--- config.mk ---
export PLATFORM = sky130hd
export DESIGN_NAME = clk_en_gen
export DESIGN_NICKNAME = d
export VERILOG_FILES = /design/src/rtl/clk_en_gen_pkg.sv /design/src/rtl/clk_en_gen_chan.sv /design/src/rtl/clk_en_gen.sv
export SDC_FILE = /design/constraint.sdc
export NUM_CORES = 1
export LEC_CHECK = 0
export CAP_MARGIN = 10
export CORE_UTILIZATION = 25
export CTS_CLUSTER_SIZE = 10
export DETAILED_ROUTE_END_ITERATION = 12
export HOLD_SLACK_MARGIN = 0.03
export PLACE_DENSITY = 0.4
export SYNTH_ARGS = -nofsm -noshare
export SYNTH_HDL_FRONTEND = slang
export SYNTH_SLANG_ARGS = --single-unit
export TNS_END_PERCENT = 1
--- constraint.sdc ---
create_clock -name clk -period 2.7 [get_ports clk]
set_input_delay 0.27 -clock clk [delete_from_list [all_inputs] [get_ports clk]]
set_output_delay 0.27 -clock clk [all_outputs]
set_load 0.01 [all_outputs]
--- src/rtl/clk_en_gen_pkg.sv ---
// Shared constants and divisor helpers for the clk_en_gen multi-channel clock divider.
package clk_en_gen_pkg;

    localparam int unsigned CW_DEF          = 16;
    localparam int unsigned DEFAULT_DIV_DEF = 4;

    // A programmed divisor of 0 behaves as 1 (tick every cycle).
    function automatic int unsigned eff_div(input int unsigned v);
        return (v == 0) ? 1 : v;
    endfunction

    // Number of high cycles of the square wave for period n.
    function automatic int unsigned half_up(input int unsigned n);
        return (n + 1) >> 1;
    endfunction

endpackage

--- src/rtl/clk_en_gen_chan.sv ---
// One divider channel: counter, active divisor, single-entry pending divisor, tick and square wave.
module clk_en_chan
    import clk_en_gen_pkg::*;
#(
    parameter int unsigned CW          = CW_DEF,
    parameter int unsigned DEFAULT_DIV = DEFAULT_DIV_DEF
) (
    input  logic          clk,
    input  logic          rst_n,
    input  logic          sync_i,
    input  logic          wr_i,
    input  logic [CW-1:0] wr_val_i,
    output logic          pending_o,
    output logic          tick_o,
    output logic          clk_out_o
);

    localparam logic [CW-1:0] DIV_RST = CW'(eff_div(DEFAULT_DIV));

    logic [CW-1:0] cnt_q, cnt_d;
    logic [CW-1:0] div_q, div_d;
    logic [CW-1:0] pend_val_q, pend_val_d;
    logic          pending_q, pending_d;
    logic          tick_q, tick_d;
    logic          clk_out_q, clk_out_d;

    logic [CW-1:0] cnt_inc;
    logic [CW-1:0] half;
    logic          terminal;

    always_comb begin
        cnt_d      = cnt_q;
        div_d      = div_q;
        pend_val_d = pend_val_q;
        pending_d  = pending_q;
        tick_d     = 1'b0;
        clk_out_d  = clk_out_q;

        cnt_inc  = cnt_q + CW'(1);
        half     = CW'(half_up(32'(div_q)));
        terminal = (cnt_inc == div_q);

        if (sync_i) begin
            cnt_d     = '0;
            tick_d    = 1'b0;
            clk_out_d = 1'b0;
        end else if (terminal) begin
            cnt_d     = '0;
            tick_d    = 1'b1;
            clk_out_d = 1'b1;
        end else begin
            cnt_d     = cnt_inc;
            tick_d    = 1'b0;
            clk_out_d = (cnt_inc < half);
        end

        // Uses pending_q, so a write accepted on this edge waits for the next boundary.
        if ((sync_i || terminal) && pending_q) begin
            div_d     = pend_val_q;
            pending_d = 1'b0;
        end

        if (wr_i) begin
            pend_val_d = CW'(eff_div(32'(wr_val_i)));
            pending_d  = 1'b1;
        end
    end

    always_ff @(posedge clk or negedge rst_n) begin
        if (!rst_n) begin
            cnt_q      <= '0;
            div_q      <= DIV_RST;
            pend_val_q <= '0;
            pending_q  <= 1'b0;
            tick_q     <= 1'b0;
            clk_out_q  <= 1'b0;
        end else begin
            cnt_q      <= cnt_d;
            div_q      <= div_d;
            pend_val_q <= pend_val_d;
            pending_q  <= pending_d;
            tick_q     <= tick_d;
            clk_out_q  <= clk_out_d;
        end
    end

    assign pending_o = pending_q;
    assign tick_o    = tick_q;
    assign clk_out_o = clk_out_q;

endmodule

--- src/rtl/clk_en_gen.sv ---
// Multi-channel programmable clock-enable generator (tick + square wave per channel).
// Define CLK_EN_GEN_SYNC_EN to add the sync_i phase-alignment input.
module clk_en_gen
    import clk_en_gen_pkg::*;
#(
    parameter  int unsigned NCH         = 4,
    parameter  int unsigned CW          = CW_DEF,
    parameter  int unsigned DEFAULT_DIV = DEFAULT_DIV_DEF,
    localparam int unsigned CHW         = (NCH > 1) ? $clog2(NCH) : 1
) (
    input  logic           clk,
    input  logic           rst_n,
    input  logic           div_valid,
    input  logic [CHW-1:0] div_ch,
    input  logic [CW-1:0]  div_value,
    output logic           div_ready,
    output logic [NCH-1:0] tick_o,
    output logic [NCH-1:0] clk_out_o
`ifdef CLK_EN_GEN_SYNC_EN
    ,
    input  logic           sync_i
`endif
);

    logic           sync_w;
    logic [NCH-1:0] pending;
    logic [NCH-1:0] wr;

`ifdef CLK_EN_GEN_SYNC_EN
    assign sync_w = sync_i;
`else
    assign sync_w = 1'b0;
`endif

    // Channel numbers >= NCH never match, so they read as not ready.
    always_comb begin
        div_ready = 1'b0;
        wr        = '0;
        for (int unsigned i = 0; i < NCH; i++) begin
            if (div_ch == CHW'(i)) begin
                div_ready = !pending[i];
                wr[i]     = div_valid && !pending[i];
            end
        end
    end

    for (genvar g = 0; g < NCH; g++) begin : g_chan
        clk_en_chan #(
            .CW          (CW),
            .DEFAULT_DIV (DEFAULT_DIV)
        ) u_chan (
            .clk       (clk),
            .rst_n     (rst_n),
            .sync_i    (sync_w),
            .wr_i      (wr[g]),
            .wr_val_i  (div_value),
            .pending_o (pending[g]),
            .tick_o    (tick_o[g]),
            .clk_out_o (clk_out_o[g])
        );
    end

endmodule

## Yosys cells after proc, flatten, opt, wreduce, memory -nomap -nowiden

Index checks and enable logic that the tools add are counted.

- Register bits after elaboration: 204
- Latch bits: 0
- Bits in writable memories: 0
- ROM bits: 0
- Input bits: 21
- Output and inout bits: 9
- Logic and storage cells: 90
- Memories kept: 0

- Add/sub/neg operators: 8
- Multiply operators: 0
- Div/mod/pow operators: 0
- Order comparisons: 4
- Equal/unequal tests: 7
- Shifts and indexed selects: 0
- Muxes and demuxes: 29
- Bitwise gates (word level): 0
- Reductions and logical operators: 18

Operator list:

| kind | count |
|---|---|
| 16-bit two-way mux | 5 |
| 16-bit by 1-bit adder with 17-bit output, second input constant | 4 |
| 16-bit by 1-bit adder with 16-bit output, second input constant | 4 |
| 16-bit == test | 4 |
| 16-bit < comparator | 4 |
| 1-bit two-way mux | 24 |
| 16-bit zero test | 1 |
| 1-bit logical AND | 8 |
| 2-bit nonzero test | 4 |
| 2-bit == test, second input constant | 2 |
| 1-bit zero test | 4 |
| 2-bit by 1-bit == test with 1-bit output, second input constant | 1 |
| 2-bit zero test | 1 |

## Logic depth before layout (Yosys ltp)

- Depth in word-level cells: 5
- Mapped depth: 15
- Mapped depth without buffers: 14

## Modules after synthesis

From an unflattened synthesis, not the netlist that was laid out.

- Cells, all modules: 1,496
- Area total of the unflattened synthesis: 14,694.1 µm²

By module, submodules not included:

| module | instances | cells each | area each (µm²) | sequential area each (µm²) |
|---|---|---|---|---|
| clk_en_chan (g_chan[2].u_chan ...) | 2 | 398 | 3,817.4 | 1,277.5 |
| clk_en_chan (g_chan[0].u_chan) | 1 | 393 | 3,719.8 | 1,277.5 |
| clk_en_chan (g_chan[1].u_chan) | 1 | 299 | 3,274.4 | 1,277.5 |
| clk_en_gen | 1 | 8 | 65.1 | 0.0 |

## Worst setup path after synthesis

No wires, ideal clock.

- Path kind: flip-flop to flip-flop
- From: reg g_chan[0].u_chan.cnt_q[0]
- To: reg g_chan[0].u_chan.div_q[10]
- Library setup time: 0.125 ns
- Arrival: 2.887 ns
- Data required time: 2.575 ns
- Path slack: -0.312 ns
- Cell stages (with the launch flop): 10
- Path buffers: 1
- Clock period less this slack: 3.012 ns
- Cell sequence: dfrtp_1 ha_1 xor2_1 a211o_1 a211o_1 a2111o_1 nand4b_1 nor4_4 buf_4 mux2_2

- Longest elaborated chain between the ends: 3

Ends and longest elaborated chain:

| element | line | RTL |
|---|---|---|
| from (decl) | clk_en_gen_chan.sv:20 | `logic [CW-1:0] cnt_q, cnt_d;` |
| from (signal assigned) | clk_en_gen_chan.sv:78 | `cnt_q <= cnt_d;` |
| 16-bit by 1-bit adder with 16-bit output | clk_en_gen_chan.sv:39 | `cnt_inc = cnt_q + CW'(1);` |
| 16-bit == test | clk_en_gen_chan.sv:41 | `terminal = (cnt_inc == div_q);` |
| 1-bit logical AND | clk_en_gen_chan.sv:58 | `if ((sync_i \|\| terminal) && pending_q) begin` |
| to (signal assigned) | clk_en_gen_chan.sv:79 | `div_q <= div_d;` |
| to (decl) | clk_en_gen_chan.sv:21 | `logic [CW-1:0] div_q, div_d;` |

No other way between the ends.
A chain may end at the register's enable or synchronous reset.

## Worst setup path in the final report

- From: reg g_chan[0].u_chan.cnt_q[1]
- To: reg g_chan[0].u_chan.div_q[0]

Same word-level chain as after synthesis.

==> impl_results.md <==
* Async set or reset register ratio after synthesis at 100%
* GR Util met1 at 20.6%
* Die Wd at 230 um
* Area leader, netlist: dfrtp_1
* Tmin final at 2.90 ns
* Vias in the first global route at 10.6k
* Initial Utilization at 25.3%
* Fmax at 345 MHz
* RSZ-0062 raised after global routing: yes
* Largest net degree at the start of global routing at 67
* Via count at 10.1k
* Drt wl/cell at 16.4 um
* Setup CP Type: reg -> reg
* Worst-path clk slew at 0.06 ns
* Synthesized area per cell at 10.5 um^2
* Power Dens Cells at 402 nW/um^2
* Clock Path Buffers at 3
* Post-Syn Area at 13000 um^2
* Finished Layout Cells at 2219
* Fillers at 5303
* Commonest register cell after synthesis: dfrtp_1
* Antenna-violating nets left at 0
* Top Usage Layer GRT: met2
* Peak supply drop at 326 uV
* Post-synth top area share at 38.5%
* Post-synth cell types at 83
* Initial antenna violation count at 2
* Worst path max stage delay at 0.44 ns
* #FFs+latches synth at 204
* IO Port Bufs at 29
* First-pass GRT wire length at 59.3 mm
* CTS tree: yes
* Max_slew headroom at 16.8%
* Die height at 230 um
* Yosys warns at 0
* Status: finished, violations left
* Die ar. at 52900 um^2
* CP top delay family: compound AO/OA/AOI/OAI gates
* Dpl ws at -0.335 ns
* Most area-consuming cells after synthesis: dfrtp_1, mux2_2, ha_1, xnor2_1, xor2_1
* CP Cell Sequence: ha_4 -> xor2_1 -> a211o_1 -> a211o_1 -> a2111o_1 -> nand4b_1 -> nor4_4 -> buf_12 -> mux2_2
* HPWL Detailed at 27.9 mm
* # DRC at 0
* Max-slew violation count at 0
* Top-count cell post-synth: dfrtp_1
* H-tree levels at 1
* Final hold violations at 0
* Gr usage total at 14.1%
* Drt pass-1 iters at 4
* Worst-margin pin slew at 1.24 ns
* Worst setup margin at -0.203 ns
* Worst min path class: in -> async
* Buf/Inv on CP at 1
* Worst Path Arrival at 3.35 ns
* GR Overflow Total at 0
* Num Clock Sinks at 204
* Worst path required time at 3.15 ns
* Most used cell, CP: a211o_1
* Final setup viols at 85
* Share of post-route cells with drive strength above 1 at 35.9%
* Final WL at 36.4 mm
* Ports at 30
* Max-capacitance violation count at 0
* Crit end category: flip-flop
* Final worst-path cycle share at 108%
* Post-synth top cells: dfrtp_1, mux2_2, nor2_1
* Post-synth EDFFs at 0
* Nets at 1606
* Clock latency on the worst-skew pair at 0.56 ns
* Syn nets at 1322
* Total power at 7020 uW
* Core Region at 51300 um^2
* Global-route track usage on met3 at 1.98%
* DRT iter0 DRCs at 429
* Synthesized instance count at 1233
* Failing checks: setup timing
* DP Area at 16100 um^2
* Final Skew at 0.0174 ns
* Root Driver: clkbuf_16
* Crit path max fanout at 16
* Setup crit start kind: flip-flop
* Leakage power at 0.00799 uW
* Placed Cells at 2165
* GP Congestion at 0.845
* Met2 Usage GRT at 21.9%
* Area growth from synthesis to layout at 34.3%
* Row cnt at 83
* Post-route design area at 17400 um^2
* Slowest-stage cell, CP: dfrtp_2
* Post-synthesis sequential area ratio at 39.3%
* Vias/cell at 4.56
* Total CTS buffers at 26
[power by group]
group	internal [uW]	total (uW)	switching, uW	leakage (uW)
Clock	2040	3420	1390	0.000405
Sequential	3200	3270	77.6	0.00272
Combinational	161	322	160	0.00487
Total	5390	7020	1620	0.00799
[worst reg2reg max path, cell delays in order, from the launching register on]
cell and delay [ns]:
dfrtp_2 0.44, ha_4 0.25, xor2_1 0.15, a211o_1 0.24
a211o_1 0.23, a2111o_1 0.41, nand4b_1 0.26, nor4_4 0.25
buf_12 0.22, mux2_2 0.35
[sequential cells by signal, summed over array words and instances (netlist names)]
register,count
g_chan.u_chan.cnt_q,64
g_chan.u_chan.div_q,64
g_chan.u_chan.clk_out_o,4
g_chan.u_chan.pend_val_q,64
g_chan.u_chan.pending_o,4
g_chan.u_chan.tick_o,4
[logic make-up after synthesis]
logic type,after synthesis,synth area share (%)
AO/OA/AOI/OAI,149,8.01
XOR/XNOR,162,12.5
adder cells (fa/ha/maj),68,6.55
buffers and inverters,110,3.94
flip-flops,204,39.3
multiplexers,127,11.7
AND/OR/NAND/NOR,413,18.0
[path summary, 6_finish.rpt]
check	start	end	slack, ns	cells past startpoint
max in group asynchronous	rst_n	g_chan[3].u_chan.div_q[2]	1.62	3
max	g_chan[0].u_chan.cnt_q[1]	g_chan[0].u_chan.div_q[0]	-0.20	9
min	rst_n	g_chan[1].u_chan.tick_o	0.24	2
min reg2reg	g_chan[3].u_chan.pend_val_q[0]	g_chan[3].u_chan.pend_val_q[0]	0.50	2
min in group clk	div_value[0]	g_chan[1].u_chan.pend_val_q[0]	0.48	3
max reg2reg	g_chan[0].u_chan.cnt_q[1]	g_chan[0].u_chan.div_q[0]	-0.20	9
[what timing repair did]
item / CTS / global route
hold buffers: 1 / 0
gates resized for setup: 49 / 44
setup buffers: 0 / 3
endpoints found under the setup margin: 130 / 131
pin swaps: 13 / 14
endpoints found under the hold margin: 57 / 0
[cell usage in the layout, fill, tap and decap left out, types with 19 or more instances in the layout]
cell / count
clkbuf_16: 26
nand3_1: 61
and2_1: 22
clkdlybuf4s50_1: 28
a21oi_1: 19
nand4_1: 29
xor2_1: 55
dfrtp_1: 197
xnor2_1: 80
inv_1: 47
nand2_1: 48
nor2_1: 82
ha_1: 64
mux2_4: 32
buf_4: 273
o21ai_0: 29
mux2_2: 93
nor2b_1: 22
[routing by layer]
layer / routed length (um) / up-vias
li1: - / 4976
met2: 16100 / 115
met3: 1310 / 45
met4: 773 / 2
met5: 11 / -
met1: 18200 / 4989
[metrics by stage]
| stage | setup TNS [ns] | utilization [%] | hold slack (ns) |
|---|---|---|---|
| floorplan | -8.51 | - | -0.0256 |
| global placement | -20.03 | 31.5 | 0.266 |
| detailed placement | -22.24 | 31.5 | 0.268 |
| CTS | -7.91 | 33.6 | 0.259 |
| global route | -22.66 | 34.0 | 0.299 |
| finish | -6.41 | 34.0 | 0.244 |
[final cells by class]
type	instances	area [um^2]	share of cell area, %
Tap cell	680	851	4.88
Clock inverter	4	56.3	0.323
Antenna cell	3	7.51	0.0430
Multi-Input combinational cell	919	7850	45.0
Inverter	47	176	1.01
Timing Repair Buffer	319	2610	15.0
Clock buffer	43	774	4.44
Sequential cell	204	5110	29.3
No activity file was read; power rests on OpenSTA's default activity.
